`config.mk`:
```
export PLATFORM = sky130hd
export DESIGN_NAME = microtile_input_debounce
export DESIGN_NICKNAME = d
export VERILOG_FILES = /design/src/rtl/microtile_input_debounce.sv
export SDC_FILE = /design/constraint.sdc
export NUM_CORES = 1
export LEC_CHECK = 0
export CAP_MARGIN = 10
export CORE_ASPECT_RATIO = 1.4
export CORE_UTILIZATION = 53
export DETAILED_ROUTE_END_ITERATION = 12
export MAX_ROUTING_LAYER = met4
export PLACE_DENSITY = 0.78
export SKIP_CTS_REPAIR_TIMING = 1
export SLEW_MARGIN = 10
export SYNTH_ARGS = -nofsm -noshare
export SYNTH_HDL_FRONTEND = slang
export SYNTH_SLANG_ARGS = --single-unit
```
`constraint.sdc`:
```
create_clock -name clk -period 1.88 [get_ports clk]
set_input_delay 0.564 -clock clk [delete_from_list [all_inputs] [get_ports clk]]
set_output_delay 0.564 -clock clk [all_outputs]
set_load 0.01 [all_outputs]
```
`src/rtl/microtile_input_debounce.sv`:
```
// ----------------------------------------------------------------------------
// microtile_input_debounce
//
// Input-conditioning stage in front of a microtile's ui_in bus. Each of the
// eight raw lines is synchronized through its own flop chain and then
// debounced independently: a new level is accepted only after the
// synchronized value has disagreed with the current output for
// DEBOUNCE_CYCLES consecutive enabled clock edges. Any agreement in between
// clears the qualification count (no partial credit).
//
// Parameters:
//   SYNC_STAGES     synchronizer flops per bit (>= 2)
//   DEBOUNCE_CYCLES consecutive enabled edges a new level must persist (>= 1)
//   RESET_VALUE     value of ui_in and of every synchronizer flop in reset
//
// Ports:
//   clk     in   1  rising-edge clock
//   rst_n   in   1  asynchronous active-low reset
//   ena     in   1  debounce enable; low freezes counters and ui_in
//   raw_in  in   8  unsynchronized input lines
//   ui_in   out  8  debounced, registered bus
//   rise    out  8  one-cycle pulse per bit on a 0->1 change of ui_in
//   fall    out  8  one-cycle pulse per bit on a 1->0 change of ui_in
//   busy    out  1  registered OR of (counter != 0) over all bits
//
// Output timing contract: there is no handshake. ui_in, rise, fall and busy
// are all registered and change together on the same edge; a rise/fall pulse
// is high in exactly the cycle where ui_in first shows the new level, and
// busy reflects the counter values held in that same cycle.
// ----------------------------------------------------------------------------
module microtile_input_debounce #(
    parameter int         SYNC_STAGES     = 2,
    parameter int         DEBOUNCE_CYCLES = 4,
    parameter logic [7:0] RESET_VALUE     = 8'h00
) (
    input  logic       clk,
    input  logic       rst_n,
    input  logic       ena,
    input  logic [7:0] raw_in,
    output logic [7:0] ui_in,
    output logic [7:0] rise,
    output logic [7:0] fall,
    output logic       busy
);

    localparam int CW = $clog2(DEBOUNCE_CYCLES + 1);
    // Count value on which the next mismatching edge completes qualification.
    localparam logic [CW-1:0] CNT_LAST = CW'(DEBOUNCE_CYCLES - 1);

    // ------------------------------------------------------------------
    // Synchronizer: shifts every edge regardless of ena. Preloading with
    // RESET_VALUE means a raw bus already at RESET_VALUE produces no
    // candidate change once reset is released.
    // ------------------------------------------------------------------
    logic [7:0] sync_q [SYNC_STAGES];
    logic [7:0] s;

    always_ff @(posedge clk or negedge rst_n) begin
        if (!rst_n) begin
            for (int k = 0; k < SYNC_STAGES; k++) begin
                sync_q[k] <= RESET_VALUE;
            end
        end else begin
            sync_q[0] <= raw_in;
            for (int k = 1; k < SYNC_STAGES; k++) begin
                sync_q[k] <= sync_q[k-1];
            end
        end
    end

    assign s = sync_q[SYNC_STAGES-1];

    // ------------------------------------------------------------------
    // Per-bit qualification counters (the only per-bit state: 0 = idle,
    // 1..DEBOUNCE_CYCLES-1 = qualifying a candidate level).
    // ------------------------------------------------------------------
    logic [CW-1:0] cnt_q [8];
    logic [CW-1:0] cnt_d [8];
    logic [7:0]    ui_d;
    logic [7:0]    rise_d;
    logic [7:0]    fall_d;
    logic          busy_d;

    always_comb begin
        ui_d   = ui_in;
        busy_d = 1'b0;
        for (int i = 0; i < 8; i++) begin
            cnt_d[i] = cnt_q[i];
        end

        if (ena) begin
            for (int i = 0; i < 8; i++) begin
                if (s[i] == ui_in[i]) begin
                    // Glitch rejection: any agreement discards progress.
                    cnt_d[i] = '0;
                end else if (cnt_q[i] == CNT_LAST) begin
                    ui_d[i]  = s[i];
                    cnt_d[i] = '0;
                end else begin
                    cnt_d[i] = cnt_q[i] + CW'(1);
                end
            end
        end

        // busy is registered alongside the counters, so it tracks the
        // counter registers with zero cycles of lag.
        for (int i = 0; i < 8; i++) begin
            busy_d = busy_d | (cnt_d[i] != '0);
        end

        // With ena low ui_d equals ui_in, so both pulse vectors are zero.
        rise_d = ui_d & ~ui_in;
        fall_d = ~ui_d & ui_in;
    end

    always_ff @(posedge clk or negedge rst_n) begin
        if (!rst_n) begin
            for (int i = 0; i < 8; i++) begin
                cnt_q[i] <= '0;
            end
            ui_in <= RESET_VALUE;
            rise  <= '0;
            fall  <= '0;
            busy  <= 1'b0;
        end else begin
            for (int i = 0; i < 8; i++) begin
                cnt_q[i] <= cnt_d[i];
            end
            ui_in <= ui_d;
            rise  <= rise_d;
            fall  <= fall_d;
            busy  <= busy_d;
        end
    end

endmodule

```
# [After elaboration in Yosys (flattened, before gate mapping)]
# Index checks and enable logic that the tools add are counted.
[op_classes] mux=34 add_sub_neg=8 shifts=0 n_eq_ne=16 reduce_logical=8 n_lt_le_gt_ge=0 n_mul=0 bitwise=11 div_mod_pow=0
[ops] cell="$mux 3" n=16
[ops] cell="$add 3x1->3 const B" n=8
[ops] cell="$eq 3x2->1 const B" n=8
[ops] cell="$mux 24" n=1
[ops] cell="$reduce_bool 3->1" n=8
[ops] cell="$and 8x8->8" n=2
[ops] cell="$mux 1" n=16
[ops] cell="$not 8->8" n=2
[ops] cell="$eq 1x1->1" n=8
[ops] cell="$mux 8" n=1
[ops] cell="$or 1x1->1" n=7
[word_totals] inputBits=11 reg_bits=65 ram_bits=0 rom_bits=0 out_inout_bits=25 word_cells=91 latchBits=0 memories=0

# [Depth between registers and ports, before layout]
[logic_depth] word_depth=12 ltp_mapped=6 depth_no_buf=6

# [Worst setup path before layout]
# No wires, ideal clock.
[synth_timing] kind="input to register" start="input ena" end="register busy" arrival_time_ns=1.452 required_time_ns=1.742 path_stages=4 setup_ns=0.138 n_path_buf=1 slack_ns=0.290 cell_sequence="buf_2 > mux2_2 > nor4_1 > nand4b_1"
[synth_rtl] item="from (decl)" line_no="38" rtl="input logic ena,"
[synth_rtl] item="to (signal assigned)" line_no="132" rtl="busy <= busy_d;"
[synth_rtl] item="to (decl)" line_no="43" rtl="output logic busy"

# [Worst setup path after layout]
[layout_timing] start="register ui_in[3]" end="output ui_in[3]"
[layout_rtl] item="from (decl)" line_no="40" rtl="output logic [7:0] ui_in,"
[layout_rtl] item="from (signal assigned)" line_no="129" rtl="ui_in <= ui_d;"
# No word-level cell between the ends.

==> flow_metrics.tcl <==
set metrics [dict create \
    drive_gt1_frac 0.202 \
    synth_area_leaders "dfrtp_1 (63%), mux2_2 (6.1%), nor3b_1 (4.6%)" \
    path_max_fanout 3 \
    seqPwrFrac 0.445 \
    num_rows 29 \
    multi_input_area_sq_um 893 \
    busiest_layer "met2" \
    dp_hpwl_um 2960 \
    hold_class "primary input to asynchronous set/reset pin" \
    cts_tree "yes" \
    cpLargestDelayFamily "buffers and inverters" \
    dieArea_sq_mm 0.00518 \
    status "complete, no violations" \
    layout_min_cycle_time_ns 1.84 \
    initial_core_util 0.563 \
    num_io_pins 36 \
    synth_common_cells "dfrtp_1 (65), nand2_1 (16), nor3b_1 (16)" \
    relSlewSlack 0.729 \
    root_buffer "clkbuf_8" \
    cts_buffers 9 \
    pre_cts_ws_ns -0.344 \
    cp.buffers_inverters 1 \
    use_met3 0.0863 \
    antenna_found_initial 0 \
    vias_per_cell 5.16 \
    layout.nets 278 \
    clk_pin_slew_ns 0.06 \
    wire_per_inst_um 13.5 \
    p_clk_frac 0.221 \
    synth_top_cell_by_area "dfrtp_1" \
    io_buffers 35 \
    met1_usage 0.231 \
    globalRouteOverflowTotal 0 \
    endpoint_kind "output port" \
    async_reset_ff_frac 1.00 \
    die_height_um 84.8 \
    synth_most_common_cell "dfrtp_1" \
    core_sq_mm 0.00461 \
    slowest_delay_ns 0.56 \
    p_sw_frac 0.307 \
    fin_area_sq_mm 0.00338 \
    setup_viol 0 \
    cp_data_arrival_time_ns 1.28 \
    vias 1672 \
    grt_max_degree 46 \
    cap_violations 0 \
    diodes 0 \
    grt_use_met2 0.305 \
    power.density_mw_per_mm2 1320 \
    grt_use_total 0.204 \
    clock_path_buffers 2 \
    peakVddDrop_mv 0.820 \
    yosysUniqueCellTypes 30 \
    ys_seq_area_frac 0.627 \
    clkSinkCount 65 \
    path_cells "clkdlybuf4s50_1" \
    max_freq_ghz 0.543 \
    syn_area_sq_mm 0.00259 \
    synth-edff-count 0 \
    syn_nets 217 \
    register_area_sq_mm 0.00163 \
    initialDrtViolationCount 80 \
    synth.avg_cell_area_sq_um 13.1 \
    internal-power_mw 3.09 \
    max_slew.worst_pin.slew_ns 0.406 \
    cp_data_required_time_ns 1.32 \
    leakagePower_nw 1.57 \
    timing.final.crit_share 0.980 \
    power_mw 4.46 \
    switchingPower_mw 1.37 \
    clk_latency_ns 0.33 \
    power_frac_comb 0.334 \
    die_x_um 61.1 \
    ys_warn_count 0 \
    drc 0 \
    fillers 321 \
    yosys.area.top_type_share 0.627 \
    drt_wl_total_um 4390 \
    first_pass_iters 4 \
    grt_pass1_vias 1677 \
    routabilityCongestion 0.789 \
    slowest_stage "clkdlybuf4s50_1" \
    hold_viol_final 0 \
    grt_pass1_wl_um 7300 \
    fin_skew_ns 0.00508 \
    h-tree-depth 3 \
    synthToLayoutAreaGrowth_pct 30.3 \
    synthFlopType "dfrtp_1" \
    critPathKind "register to output port" \
    cp-start-kind "register" \
    slew_viol_final 0 \
    ant_nets 0 \
    synthCells 198 \
    synth-seq-cells 65 \
    setup_slack_ns 0.0367 \
    placed_cell_area_sq_mm 0.00314 \
]
[cell usage in the layout (no fill, tap or decap), types with 4 or more instances in the layout]
master / synthesis / final
nand2b_1: 7 / 7
mux2_2: 14 / 14
inv_1: 12 / 12
nand2_1: 16 / 16
dfrtp_1: 65 / 63
nor3_1: 6 / 6
buf_12: 0 / 4
clkbuf_8: 0 / 11
ha_1: 8 / 8
xnor2_1: 6 / 6
nor2b_1: 7 / 7
dlymetal6s2s_1: 0 / 7
nor3b_1: 16 / 16
o22ai_1: 8 / 8
clkdlybuf4s50_1: 0 / 27
buf_4: 1 / 14
[worst paths after layout]
check | start | to | slack [ns] | cells after the start
max in group asynchronous | rst_n | ui_in[5]$_DFF_PN0_ | 1.41 | 2
min | rst_n | s[6]$_DFF_PN0_ | 0.20 | 2
max | ui_in[3]$_DFF_PN0_ | ui_in[3] | 0.04 | 1
min reg2reg | sync_q[8]$_DFF_PN0_ | s[0]$_DFF_PN0_ | 0.35 | 0
max reg2reg | ui_in[6]$_DFF_PN0_ | busy$_DFF_PN0_ | 0.08 | 6
min in group clk | sync_q[8]$_DFF_PN0_ | s[0]$_DFF_PN0_ | 0.35 | 0
[power groups by stage]
stage                     Clock, mW  Combinational, mW  Sequential (mW)
after floorplan                   0              0.857             2.00
after global placement            0               1.36             1.99
after detailed placement          0               1.41             2.01
after CTS                      1.02               1.42             1.99
after global routing           1.10               1.64             2.03
final                         0.987               1.49             1.98
[cells by family after synthesis]
family,Yosys count,share of synthesized area
simple gates,67,0.156
flops,65,0.627
compound gates,19,0.0502
buf+inv,16,0.0309
mux,15,0.0646
xor+xnor,8,0.0328
fa+ha+maj,8,0.0386
[layout make-up]
| type | instances | share of cell area |
|---|---|---|
| multi-input cells | 117 | 0.264 |
| repair buffers | 54 | 0.170 |
| clock buffers | 14 | 0.0481 |
| well taps | 62 | 0.0229 |
| inverters | 12 | 0.0133 |
| flip-flops and latches | 65 | 0.482 |
[registers in the layout (all words and copies together) (netlist names)]
| signal | flops |
|---|---|
| cnt_q | 24 |
| s | 8 |
| sync_q | 8 |
| rise | 8 |
| fall | 8 |
| busy | 1 |
| ui_in | 8 |
[routing by layer]
| metal | up-vias | part of all wire |
|---|---|---|
| met3 | 12 | 0.043 |
| met4 | 0 | 0.030 |
| met2 | 32 | 0.52 |
| li1 | 805 | - |
| met5 | - | 0 |
| met1 | 823 | 0.41 |
[per-stage QoR]
step | cells | TNS [ns] | utilization | hold slack (ns)
6_report | 324 | 0 | 0.734 | 0.202
5_1_grt | 324 | -0.00907 | 0.734 | 0.198
4_1_cts | 319 | -0.0943 | 0.716 | 0.193
3_5_place_dp | 305 | -0.598 | 0.681 | 0.336
3_3_place_gp | 305 | -0.433 | 0.681 | 0.332
2_1_floorplan | 198 | 0 | - | 0.268
(Power assumes the default switching activity.)
